$ cat config.mk
export PLATFORM = sky130hd
export DESIGN_NAME = logic_unit_arbiter_flat
export DESIGN_NICKNAME = d
export VERILOG_FILES = /design/src/rtl/logic_unit_arbiter_if.sv /design/src/rtl/logic_unit_arbiter.sv /design/src/flat_wrapper.sv
export SDC_FILE = /design/constraint.sdc
export NUM_CORES = 1
export LEC_CHECK = 0
export BUFFER_PORTS_ARGS = -buffer_cell sky130_fd_sc_hd__buf_2
export CELL_PAD_IN_SITES_DETAIL_PLACEMENT = 1
export CELL_PAD_IN_SITES_GLOBAL_PLACEMENT = 2
export CORE_ASPECT_RATIO = 0.6
export CORE_MARGIN = 2
export CORE_UTILIZATION = 24
export CTS_BUF_LIST = sky130_fd_sc_hd__clkbuf_16
export DETAILED_ROUTE_END_ITERATION = 6
export PLACE_DENSITY_LB_ADDON = 0.12
export SYNTH_ARGS = -nofsm -noshare
export SYNTH_HDL_FRONTEND = slang
export SYNTH_SLANG_ARGS = --single-unit
export TNS_END_PERCENT = 50
$ cat constraint.sdc
create_clock -name clk -period 2.1 [get_ports clk]
set_input_delay 0.105 -clock clk [delete_from_list [all_inputs] [get_ports clk]]
set_output_delay 0.105 -clock clk [all_outputs]
set_load 0.005 [all_outputs]
$ cat src/rtl/logic_unit_arbiter_if.sv
// rtl/logic_unit_arbiter_if.sv - request/result bundle for the shared logic unit
//
// Purpose: groups both requester channels and the result channel of
// logic_unit_arbiter into one interface.
// Ports (signals):
//   req0_valid/req0_ready/req0_op/req0_a/req0_b  requester 0 channel
//   req1_valid/req1_ready/req1_op/req1_a/req1_b  requester 1 channel
//   res_valid/res_ready/res_data/res_id/res_err  result channel
// Modports:
//   slave  - the arbiter (consumes requests, produces results)
//   master - the environment (requesters plus result consumer)

interface logic_unit_arbiter_if #(
    parameter int WIDTH = 32
);
    logic             req0_valid;
    logic             req0_ready;
    logic [1:0]       req0_op;
    logic [WIDTH-1:0] req0_a;
    logic [WIDTH-1:0] req0_b;

    logic             req1_valid;
    logic             req1_ready;
    logic [1:0]       req1_op;
    logic [WIDTH-1:0] req1_a;
    logic [WIDTH-1:0] req1_b;

    logic             res_valid;
    logic             res_ready;
    logic [WIDTH-1:0] res_data;
    logic             res_id;
    logic             res_err;

    modport slave (
        input  req0_valid, req0_op, req0_a, req0_b,
        input  req1_valid, req1_op, req1_a, req1_b,
        input  res_ready,
        output req0_ready, req1_ready,
        output res_valid, res_data, res_id, res_err
    );

    modport master (
        output req0_valid, req0_op, req0_a, req0_b,
        output req1_valid, req1_op, req1_a, req1_b,
        output res_ready,
        input  req0_ready, req1_ready,
        input  res_valid, res_data, res_id, res_err
    );
endinterface

$ cat src/rtl/logic_unit_arbiter.sv
// rtl/logic_unit_arbiter.sv - round-robin shared AND/OR/XOR unit with one-deep result register
//
// Purpose: two requesters share one bitwise logic unit. A round-robin
// pointer picks one request per cycle, the selected operation is computed
// combinationally and captured into a one-deep result register that is
// drained through a valid/ready handshake. Drain and refill may happen on
// the same edge, giving one operation per cycle when the consumer never
// stalls.
// Ports:
//   clk    - clock, rising edge
//   rst_n  - asynchronous reset, active low
//   bus    - logic_unit_arbiter_if.slave: both request channels and the
//            result channel (res_data/res_id/res_err qualified by res_valid)
// Opcodes: 00 AND, 01 OR, 10 XOR, 11 reserved (result 0, res_err = 1).

module logic_unit_arbiter #(
    parameter int WIDTH = 32
) (
    input logic                 clk,
    input logic                 rst_n,
    logic_unit_arbiter_if.slave bus
);
    localparam logic [1:0] OP_AND = 2'b00;
    localparam logic [1:0] OP_OR  = 2'b01;
    localparam logic [1:0] OP_XOR = 2'b10;

    typedef enum logic {
        EMPTY = 1'b0,
        FULL  = 1'b1
    } outState_t;

    outState_t        state;
    outState_t        stateNext;

    logic             lastGrant;
    logic             anyValid;
    logic             selIdx;
    logic             canAccept;
    logic             accept;

    logic [1:0]       selOp;
    logic [WIDTH-1:0] selA;
    logic [WIDTH-1:0] selB;
    logic [WIDTH-1:0] aluResult;
    logic             aluErr;

    logic [WIDTH-1:0] resData;
    logic             resId;
    logic             resErr;

    // Round-robin pick: a lone request always wins; with both pending the
    // requester that was not granted last wins. selIdx is don't-care when
    // nothing is pending because accept is then low.
    always_comb begin
        anyValid = bus.req0_valid || bus.req1_valid;
        if (bus.req0_valid && bus.req1_valid) begin
            selIdx = ~lastGrant;
        end else begin
            selIdx = bus.req1_valid;
        end
    end

    // Operand steering and the shared logic unit.
    always_comb begin
        selOp     = selIdx ? bus.req1_op : bus.req0_op;
        selA      = selIdx ? bus.req1_a  : bus.req0_a;
        selB      = selIdx ? bus.req1_b  : bus.req0_b;
        aluErr    = 1'b0;
        aluResult = '0;
        case (selOp)
            OP_AND:  aluResult = selA & selB;
            OP_OR:   aluResult = selA | selB;
            OP_XOR:  aluResult = selA ^ selB;
            default: begin
                aluResult = '0;
                aluErr    = 1'b1;
            end
        endcase
    end

    // Output register FSM: state register.
    always_ff @(posedge clk or negedge rst_n) begin
        if (!rst_n) begin
            state <= EMPTY;
        end else begin
            state <= stateNext;
        end
    end

    // Output register FSM: next state. A FULL register that is drained and
    // refilled on the same edge stays FULL.
    always_comb begin
        stateNext = state;
        case (state)
            EMPTY: begin
                if (accept) begin
                    stateNext = FULL;
                end
            end
            FULL: begin
                if (accept) begin
                    stateNext = FULL;
                end else if (bus.res_ready) begin
                    stateNext = EMPTY;
                end
            end
            default: stateNext = EMPTY;
        endcase
    end

    // Output register FSM: outputs. rst_n gates the readies so no request
    // reports acceptance while the block is held in reset.
    always_comb begin
        canAccept      = rst_n && ((state == EMPTY) || bus.res_ready);
        accept         = canAccept && anyValid;
        bus.req0_ready = accept && !selIdx;
        bus.req1_ready = accept && selIdx;
        bus.res_valid  = (state == FULL);
    end

    // Result payload and priority pointer. Both move only on an accept, so
    // a stalled consumer freezes res_* and does not rotate priority.
    always_ff @(posedge clk or negedge rst_n) begin
        if (!rst_n) begin
            resData   <= '0;
            resId     <= 1'b0;
            resErr    <= 1'b0;
            lastGrant <= 1'b1;
        end else if (accept) begin
            resData   <= aluResult;
            resId     <= selIdx;
            resErr    <= aluErr;
            lastGrant <= selIdx;
        end
    end

    assign bus.res_data = resData;
    assign bus.res_id   = resId;
    assign bus.res_err  = resErr;
endmodule

$ cat src/flat_wrapper.sv
// flat-port wrapper written by rule: the top's interface ports become plain ports
module logic_unit_arbiter_flat 
#(
    parameter int WIDTH = 32
)
  (clk, rst_n, bus_req0_valid, bus_req0_op, bus_req0_a, bus_req0_b, bus_req1_valid, bus_req1_op, bus_req1_a, bus_req1_b, bus_res_ready, bus_req0_ready, bus_req1_ready, bus_res_valid, bus_res_data, bus_res_id, bus_res_err);
  logic_unit_arbiter_if #(.WIDTH(WIDTH)) bus_i ();
  input logic clk;
  input logic rst_n;
  input wire logic [$bits(bus_i.req0_valid)-1:0] bus_req0_valid;
  input wire logic [$bits(bus_i.req0_op)-1:0] bus_req0_op;
  input wire logic [$bits(bus_i.req0_a)-1:0] bus_req0_a;
  input wire logic [$bits(bus_i.req0_b)-1:0] bus_req0_b;
  input wire logic [$bits(bus_i.req1_valid)-1:0] bus_req1_valid;
  input wire logic [$bits(bus_i.req1_op)-1:0] bus_req1_op;
  input wire logic [$bits(bus_i.req1_a)-1:0] bus_req1_a;
  input wire logic [$bits(bus_i.req1_b)-1:0] bus_req1_b;
  input wire logic [$bits(bus_i.res_ready)-1:0] bus_res_ready;
  output wire logic [$bits(bus_i.req0_ready)-1:0] bus_req0_ready;
  output wire logic [$bits(bus_i.req1_ready)-1:0] bus_req1_ready;
  output wire logic [$bits(bus_i.res_valid)-1:0] bus_res_valid;
  output wire logic [$bits(bus_i.res_data)-1:0] bus_res_data;
  output wire logic [$bits(bus_i.res_id)-1:0] bus_res_id;
  output wire logic [$bits(bus_i.res_err)-1:0] bus_res_err;
  assign bus_i.req0_valid = bus_req0_valid;
  assign bus_i.req0_op = bus_req0_op;
  assign bus_i.req0_a = bus_req0_a;
  assign bus_i.req0_b = bus_req0_b;
  assign bus_i.req1_valid = bus_req1_valid;
  assign bus_i.req1_op = bus_req1_op;
  assign bus_i.req1_a = bus_req1_a;
  assign bus_i.req1_b = bus_req1_b;
  assign bus_i.res_ready = bus_res_ready;
  assign bus_req0_ready = bus_i.req0_ready;
  assign bus_req1_ready = bus_i.req1_ready;
  assign bus_res_valid = bus_i.res_valid;
  assign bus_res_data = bus_i.res_data;
  assign bus_res_id = bus_i.res_id;
  assign bus_res_err = bus_i.res_err;
  logic_unit_arbiter #(.WIDTH(WIDTH)) u_core (.clk(clk), .rst_n(rst_n), .bus(bus_i));
endmodule
==> flow_summary.json, run 1 <==
{
  "vias_per_cell": 4.36,
  "syn_inst": 502,
  "grt_max_degree": 47,
  "synth.avg_cell_area_um2": 7.88,
  "hold_viol": 35,
  "cp_max_fo": 23,
  "cts_sinks": 36,
  "syn-cell-area_mm2": 0.00396,
  "drt-initial-drc-count": 122,
  "cts_buffer_depth": 2,
  "ys_seq_area_share_pct": 22.8,
  "drive_gt1_share_pct": 35.1,
  "critPathCaptureType": "register",
  "row_count": 36,
  "die_w_um": 170,
  "synth_seq_cells": 36,
  "worstPathCellList": "a21bo_4 -> buf_12 -> mux2i_4 -> buf_4 -> buf_12 -> mux2i_1 -> o221ai_2",
  "violations": "hold timing",
  "fin_cells": 884,
  "ys_types": 26,
  "die_height_um": 103,
  "place_inst": 870,
  "htree_levels": 2,
  "clk_latency_ps": 290,
  "synth_fp_nets": 703,
  "synth_edf_count": 0,
  "critPathMostFrequentCell": "buf_12",
  "rsz0062_at_grt": "false",
  "grt_pass1_wl_mm": 21.2,
  "antenna_cells": 0,
  "arrival_ps": 2160,
  "hold_class": "input pin to asynchronous set/reset pin",
  "period_needed_ps": 2000,
  "netlist.top_cell.by_area": "dfrtp_1",
  "synth_top_area_share_pct": 22.1,
  "p_sw_share_pct": 37.5,
  "syn_to_final_growth_pct": 36.3,
  "period_share_pct": 95.3,
  "gp_congestion": 0.756,
  "cts_tree": "done",
  "path_class": "register to register",
  "max_cap_viol_count": 0,
  "power_density_mw_per_mm2": 586,
  "grt_overflow": 0,
  "start_kind": "register",
  "core_area_mm2": 0.0162,
  "clk_pin_slew_worst_paths_ps": 60,
  "start_util_pct": 24.5,
  "drcViolationCount": 0,
  "clock_skew_ps": 3.75,
  "p_sw_w": 0.00118,
  "setup_tns_ps": 0,
  "fmax_mhz": 499,
  "first_pass_iters": 4,
  "cts_hold_buf": 0,
  "slew_violations": 0,
  "p_clk_share_pct": 23.6,
  "cp_num_buf_inv": 3,
  "first_global_vias": 4132,
  "gr-usage-all-layers_pct": 15.5,
  "worst_pin_slew_ps": 539,
  "numCtsBuffers": 5,
  "crit_path_top_delay_cell": "dfstp_2",
  "timing.hold.ws_ps": -6.24,
  "ioPinCount": 174,
  "p_seq_share_pct": 30.5,
  "synth_warnings": 0,
  "crit_required_ps": 2250,
  "setup_viol": 0,
  "ir_drop_mv": 0.255,
  "ant_nets": 0,
  "dominantRegCellSynth": "dfrtp_1",
  "worst_path_largest_cell_delay_ps": 570,
  "io_buffers": 173,
  "dieArea_mm2": 0.0176,
  "wl_mm": 13.8,
  "synthTopCellsByCount": "nand2_1 (194), ha_1 (64), inv_1 (64)",
  "clockRootBuffer": "clkbuf_16",
  "wire_per_inst_um": 15.6,
  "p_leak_nw": 3.12,
  "yosys.cell_count.top_type": "nand2_1",
  "status": "finished with violations",
  "hpwl_mm": 10.7,
  "path_delay_family": "flip-flops",
  "ys_async_sr_fraction_pct": 100,
  "num_vias": 3852,
  "antenna_found_initial": 0,
  "slew_headroom_pct": 64.1,
  "power_frac_comb_pct": 45.9,
  "synth.area.top_cells": "dfrtp_1 (22%), ha_1 (20%), nand2_1 (18%)",
  "p_int_w": 0.00197,
  "nets": 875
}
[cell families (layout without fill, tap and decap cells)]
group	Yosys count	after routing	share of synthesized area (%)
simple gates	238	238	25.2
buf+inv	92	265	10.1
fa+ha+maj	64	64	20.2
compound gates	39	39	13.1
flops	36	36	22.8
mux	33	33	8.67
[final timing paths]
path                                   start                 endpoint  slack (ps)  cells after the start
max                         u_core.lastGrant  u_core.bus.res_data[14]         100                      7
min                                    rst_n  u_core.bus.res_data[24]          -6                      2
max reg2reg                 u_core.lastGrant  u_core.bus.res_data[14]         100                      7
min reg2reg                u_core.bus.res_id        u_core.bus.res_id         480                      1
max in group asynchronous              rst_n         u_core.lastGrant        1740                      2
min in group clk              bus_req1_op[0]       u_core.bus.res_err         110                      3
[worst reg2reg max path: cells and delay by family, from the launching register on]
kind | cells | cell delay [ps]
AOI/OAI and AO/OA | 2 | 320
buffers and inverters | 3 | 480
DFF | 1 | 570
muxes | 2 | 510
[what timing repair did]
item,4_1_cts,5_1_grt
setup endpoints to repair,0,18
buffers inserted,0,3
gates resized for setup,0,1
endpoints found under the hold margin,0,0
[power groups by stage]
| stage | registers [W] | logic, W | clock network, W |
|---|---|---|---|
| finish | 0.000961 | 0.00145 | 0.000745 |
| CTS | 0.000964 | 0.00145 | 0.000779 |
| global placement | 0.000966 | 0.00137 | 0 |
| global route | 0.000983 | 0.00165 | 0.000805 |
| detailed placement | 0.000971 | 0.00144 | 0 |
| floorplan | 0.000966 | 0.000823 | 0 |
[state kept, by name, summed over array words and instances (netlist names)]
signal	cells
u_core.bus.res_data	32
u_core.lastGrant	1
u_core.bus.res_valid	1
u_core.bus.res_err	1
u_core.bus.res_id	1
[routing by layer]
| metal | vias to the layer above | part of all wire, % | global-route usage [%] |
|---|---|---|---|
| li1 | 1951 | - | - |
| met1 | 1807 | 49 | 20.6 |
| met2 | 86 | 45 | 26.0 |
| met3 | 8 | 5.7 | 3.92 |
| met4 | 0 | 0.57 | 2.83 |
| met5 | - | 0 | 0 |
[final cells by class]
cell class	count	area, um2
Fill cell	1999	10800
Multi-Input combinational cell	374	2690
Timing Repair Buffer	193	1150
Sequential cell	36	902
Tap cell	209	262
Inverter	64	240
Clock buffer	5	125
Clock inverter	3	13.8
[cell usage in the layout, fill, tap and decap left out]
cell and count:
ha_1 64, a21bo_4 1, clkinv_1 1, mux2i_1 32
a31oi_1 1, mux2i_4 1, nor2b_1 1, nand2b_2 1
nor3b_1 2, buf_4 9, a21o_1 2, a21boi_4 1
buf_12 8, nor2_1 3, dfstp_2 1, nand2_1 194
o21ai_0 1, and2_1 33, o221ai_2 30, dfrtp_1 35
o221ai_1 2, buf_2 173, nand3_1 2, buf_6 1
clkbuf_16 7, inv_1 64, o21ai_4 1, nand2b_1 1
nand3_2 1, clkinv_2 2
[stage by stage]
step                area, um2  util [%]  setup slack (ps)  power (W)  hold slack (ps)
floorplan                3960         -              31.3    0.00179             -191
global placement         5160      31.9               159    0.00234              326
detailed placement       5160      31.9              58.7    0.00241              324
CTS                      5300      32.8              43.4    0.00319             12.4
global route             5390      33.3              7.82    0.00344             37.3
finish                   5390      33.3              97.7    0.00316            -6.24
Power figures use the tool's default switching activity.
==> run 2, diff against run 1 <==
- CORE_UTILIZATION: 24 -> 28
- clock period: 2.1 -> 2.47 ns (I/O delays scaled with it)
==> flow_summary.json, run 2 (same netlist as run 1, synthesis figures left out) <==
{
  "status": "finished, final reports clean",
  "clk_pin_slew_worst_paths_ps": 60,
  "grt_max_degree": 37,
  "p_leak_nw": 3.06,
  "start_kind": "input pin",
  "die_height_um": 96.1,
  "dieArea_mm2": 0.0151,
  "crit_required_ps": 2680,
  "p_int_w": 0.00164,
  "grt_pass1_wl_mm": 20.8,
  "placed_area_mm2": 0.00509,
  "first_global_vias": 4136,
  "grt_overflow": 0,
  "clock_skew_ps": 4.31,
  "p_sw_w": 0.000988,
  "drcViolationCount": 0,
  "path_class": "input pin to register",
  "row_count": 33,
  "hold_class": "input pin to register",
  "die_w_um": 157,
  "gp_congestion": 0.726,
  "io_buffers": 173,
  "ir_drop_mv": 0.178,
  "numCtsBuffers": 5,
  "ant_nets": 0,
  "worst_pin_slew_ps": 518,
  "layout_common_cells": "nand2_1 (194), buf_2 (173), inv_1 (64), ha_1 (64), dfrtp_1 (35)",
  "rsz0062_at_grt": "false",
  "arrival_ps": 2420,
  "first_pass_iters": 4,
  "slew_headroom_pct": 65.5,
  "clockRootBuffer": "clkbuf_16",
  "slew_violations": 0,
  "cts_buffer_depth": 2,
  "num_vias": 3854,
  "max_cap_viol_count": 0,
  "clk_latency_ps": 290,
  "wl_mm": 13.2,
  "vias_per_cell": 4.45,
  "drt-initial-drc-count": 115,
  "nets": 872,
  "gr-usage-all-layers_pct": 17.8,
  "drive_gt1_share_pct": 34.7,
  "cts_setup_buffers": 0,
  "p_sw_share_pct": 37.6,
  "hold_viol": 0,
  "setup_viol": 0,
  "ioPinCount": 174,
  "syn_to_final_growth_pct": 32.6,
  "setup_tns_ps": 0,
  "largest_reg_flops": 32,
  "cp_max_fo": 12,
  "design_area_mm2": 0.00525,
  "p_clk_share_pct": 24.1,
  "period_share_pct": 89.8,
  "start_util_pct": 28.9,
  "power_frac_comb_pct": 44.8,
  "cts_sinks": 36,
  "antenna_found_initial": 2,
  "hpwl_mm": 10.7,
  "wire_per_inst_um": 15.3,
  "power_density_mw_per_mm2": 501,
  "period_needed_ps": 2220,
  "p_seq_share_pct": 31.1,
  "fillers": 1744,
  "cts_tree": "done",
  "critPathCaptureType": "register",
  "htree_levels": 2,
  "final_common_cell": "nand2_1",
  "cts_resized": 0,
  "fmax_mhz": 451,
  "core_area_mm2": 0.0137
}
run 2: cell count changes in the layout (fill, tap and decap cells not counted), sizes merged:
cell         change
clkbuf           -2
buf              -2
dlygate4sd3      +1
diode            +2
run 2: cell type report:
type | count | area (um2) | share of cell area, %
clock inverters | 3 | 13.8 | 0.262
inverters | 64 | 240 | 4.58
clock buffers | 5 | 125 | 2.39
well taps | 192 | 240 | 4.58
multi-input cells | 374 | 2690 | 51.2
flip-flops and latches | 36 | 902 | 17.2
repair buffers | 190 | 1030 | 19.7
diodes | 2 | 5.00 | 0.0954
run 2: power by group through the flow:
stage	combinational [W]	sequential, W	clock (W)
final	0.00118	0.000818	0.000635
after global placement	0.00113	0.000826	0
after detailed placement	0.00121	0.000829	0
after CTS	0.00121	0.000822	0.000655
after global routing	0.00134	0.000839	0.000675
after floorplan	0.000700	0.000822	0
run 2: through the flow:
stage	setup slack (ps)	utilization (%)	power [W]	hold WS, ps	instances
6_report	252	38.3	0.00263	121	866
5_1_grt	84.0	38.2	0.00285	133	865
4_1_cts	236	38.2	0.00269	118	864
3_5_place_dp	292	37.1	0.00203	254	855
3_3_place_gp	409	37.1	0.00195	252	855
2_1_floorplan	401	-	0.00152	-172	502
run 2: path summary, 6_finish.rpt:
| kind | cells past startpoint | from | slack (ps) | to |
|---|---|---|---|---|
| setup / recovery | 7 | rst_n | 250 | u_core.bus.res_data[2] |
| hold / removal | 3 | bus_req1_op[0] | 120 | u_core.bus.res_err |
| setup reg to reg | 7 | u_core.lastGrant | 310 | u_core.bus.res_data[20] |
| hold reg to reg | 1 | u_core.bus.res_id | 470 | u_core.bus.res_id |
| max in group asynchronous | 3 | rst_n | 1610 | u_core.lastGrant |
| min in group asynchronous | 3 | rst_n | 500 | u_core.bus.res_data[31] |
run 2: worst max-delay path, cell delays in order:
cell and delay, ps:
dlygate4sd3_1 550, buf_2 120, o21ai_0 130, nor2b_1 440, nand3_2 520, buf_4 360
o221ai_2 170
run 2: routing by layer:
metal  up-vias  global-route usage (%)  wire, um
met3         8                    4.37       736
met1      1805                    22.5      6250
li1       1944                       -         -
met2        97                    31.3      6200
met5         -                       0         0
met4         0                    3.03        68
run 2: what timing repair did:
action                                  CTS  global route
hold endpoints to repair                 35             0
hold buffers                              1             0
endpoints found under the setup margin    0             0
==> run 3, diff against run 2 <==
- CTS_BUF_LIST: sky130_fd_sc_hd__clkbuf_16 -> sky130_fd_sc_hd__clkbuf_4 sky130_fd_sc_hd__clkbuf_8 sky130_fd_sc_hd__clkbuf_16
- PLACE_DENSITY: unset -> 0.84
- PLACE_DENSITY_LB_ADDON: 0.12 -> unset
==> flow_summary.json, run 3 (same netlist as run 1, synthesis figures left out) <==
{
  "status": "finished, final reports clean",
  "critPathLaunch": "u_core.lastGrant",
  "worstPathCellList": "a21bo_2 -> buf_4 -> nand2_1 -> and2_1 -> ha_1 -> mux2i_1 -> o221ai_2",
  "fin_util_pct": 37.9,
  "path_class": "register to register",
  "vias_per_cell": 4.57,
  "crit_required_ps": 2630,
  "p_seq_share_pct": 30.6,
  "hold_class": "input pin to asynchronous set/reset pin",
  "gr-usage-all-layers_pct": 17.8,
  "rsz0062_at_grt": "false",
  "dpl_worst_slack_ps": 406,
  "timing.hold.ws_ps": 0.391,
  "setup_viol": 0,
  "cts_sinks": 36,
  "drcViolationCount": 0,
  "fin_ws_ps": 402,
  "worst_pin_slew_ps": 642,
  "period_share_pct": 83.7,
  "critPathCaptureType": "register",
  "cts_buffer_depth": 2,
  "highest_layer": "met4",
  "largest_reg_flops": 32,
  "p_int_w": 0.00167,
  "antenna_found_initial": 0,
  "ant_nets": 0,
  "final_common_cell": "nand2_1",
  "first_pass_iters": 4,
  "max_cap_viol_count": 0,
  "fillers": 1706,
  "dieArea_mm2": 0.0151,
  "die_height_um": 96.1,
  "cp_max_fo": 22,
  "multi_input_area_mm2": 0.00269,
  "cts_tree": "done",
  "start_util_pct": 28.9,
  "num_vias": 3919,
  "drt-initial-drc-count": 146,
  "period_needed_ps": 2070,
  "wire_per_inst_um": 15.2,
  "first_global_vias": 4298,
  "crit_path_top_delay_cell": "dfstp_2",
  "gp_congestion": 0.760,
  "dr_wl_met3_um": 781,
  "worst_path_largest_cell_delay_ps": 560,
  "grt_max_degree": 47,
  "cts_setup_buffers": 0,
  "p_clk_share_pct": 25.3,
  "row_count": 33,
  "htree_levels": 2,
  "syn_to_final_growth_pct": 31.3,
  "clockRootBuffer": "clkbuf_16",
  "clk_latency_ps": 290,
  "layout_common_cells": "nand2_1 (194), buf_2 (173), inv_1 (64), ha_1 (64), dfrtp_1 (35)",
  "fmax_mhz": 484,
  "drive_gt1_share_pct": 34.3,
  "timing.rr.start": "u_core.lastGrant",
  "nets": 865,
  "clk_pin_slew_worst_paths_ps": 60,
  "ff_latch_area_um2": 902,
  "slew_headroom_pct": 57.2,
  "power_density_mw_per_mm2": 511,
  "core_area_mm2": 0.0137,
  "p_sw_w": 0.000985,
  "slew_violations": 0,
  "ir_drop_mv": 0.222,
  "start_kind": "register",
  "hpwl_mm": 10.2,
  "ioPinCount": 174,
  "hold_viol": 0,
  "cts_hold_buf": 0,
  "p_sw_share_pct": 37.1,
  "p_leak_nw": 3.03,
  "power_frac_comb_pct": 44.1,
  "numCtsBuffers": 5,
  "arrival_ps": 2220,
  "met1_length_mm": 6.08,
  "die_w_um": 157,
  "reg2reg_slack_ps": 400,
  "wl_mm": 13.0,
  "clock_skew_ps": 5.04,
  "dr_wl_met2_mm": 6.06,
  "antenna_cells": 0,
  "grt_pass1_wl_mm": 20.9,
  "io_buffers": 173,
  "placed_area_mm2": 0.00505,
  "setup_tns_ps": 0,
  "grt_overflow": 0,
  "cts_resized": 0,
  "design_area_mm2": 0.00519
}
[run 3: changes by cell type in the layout (fill, tap and decap cells not counted)]
cell / previous run / this run
buf_4: 13 / 7
diode_2: 2 / 0
clkinv_1: 1 / 0
clkbuf_4: 0 / 3
clkinv_2: 2 / 0
dlygate4sd3_1: 1 / 0
[run 3: power by group through the flow]
stage | registers (W) | clock network (W) | logic (W)
after floorplan | 0.000822 | 0 | 0.000700
after global placement | 0.000819 | 0 | 0.00112
after detailed placement | 0.000822 | 0 | 0.00120
after CTS | 0.000815 | 0.000685 | 0.00120
after global routing | 0.000832 | 0.000712 | 0.00134
final | 0.000812 | 0.000672 | 0.00117
[run 3: final timing paths]
path,cells past startpoint,endpoint
worst max-delay path,7,u_core.bus.res_data[4]
worst min-delay path,2,u_core.bus.res_err
worst max register to register,7,u_core.bus.res_data[4]
worst min register to register,1,u_core.bus.res_id
max in group asynchronous,2,u_core.bus.res_data[25]
min in group clk,3,u_core.bus.res_err
[run 3: cell type report]
| class | count | share of cell area (%) |
|---|---|---|
| Multi-Input combinational cell | 374 | 51.7 |
| Timing Repair Buffer | 183 | 18.8 |
| Sequential cell | 36 | 17.4 |
| Inverter | 64 | 4.63 |
| Tap cell | 192 | 4.63 |
| Clock buffer | 8 | 2.84 |
[run 3: critical path: cells and delay by family (launching register included)]
| family | cells | cell delay (ps) |
|---|---|---|
| buf+inv | 1 | 290 |
| flops | 1 | 560 |
| mux | 1 | 200 |
| compound gates | 2 | 340 |
| fa+ha+maj | 1 | 290 |
| simple gates | 2 | 250 |
[run 3: routing by layer]
layer	global-route usage (%)	vias to the layer above
li1	-	1923
met1	22.6	1872
met2	31.1	110
met3	4.19	14
met4	3.56	0
met5	0	-
[run 3: metrics by stage]
stage / instances / total power, W
after floorplan: 502 / 0.00152
after CTS: 857 / 0.00270
after global routing: 857 / 0.00289
final: 857 / 0.00266
after global placement: 849 / 0.00194
after detailed placement: 849 / 0.00202
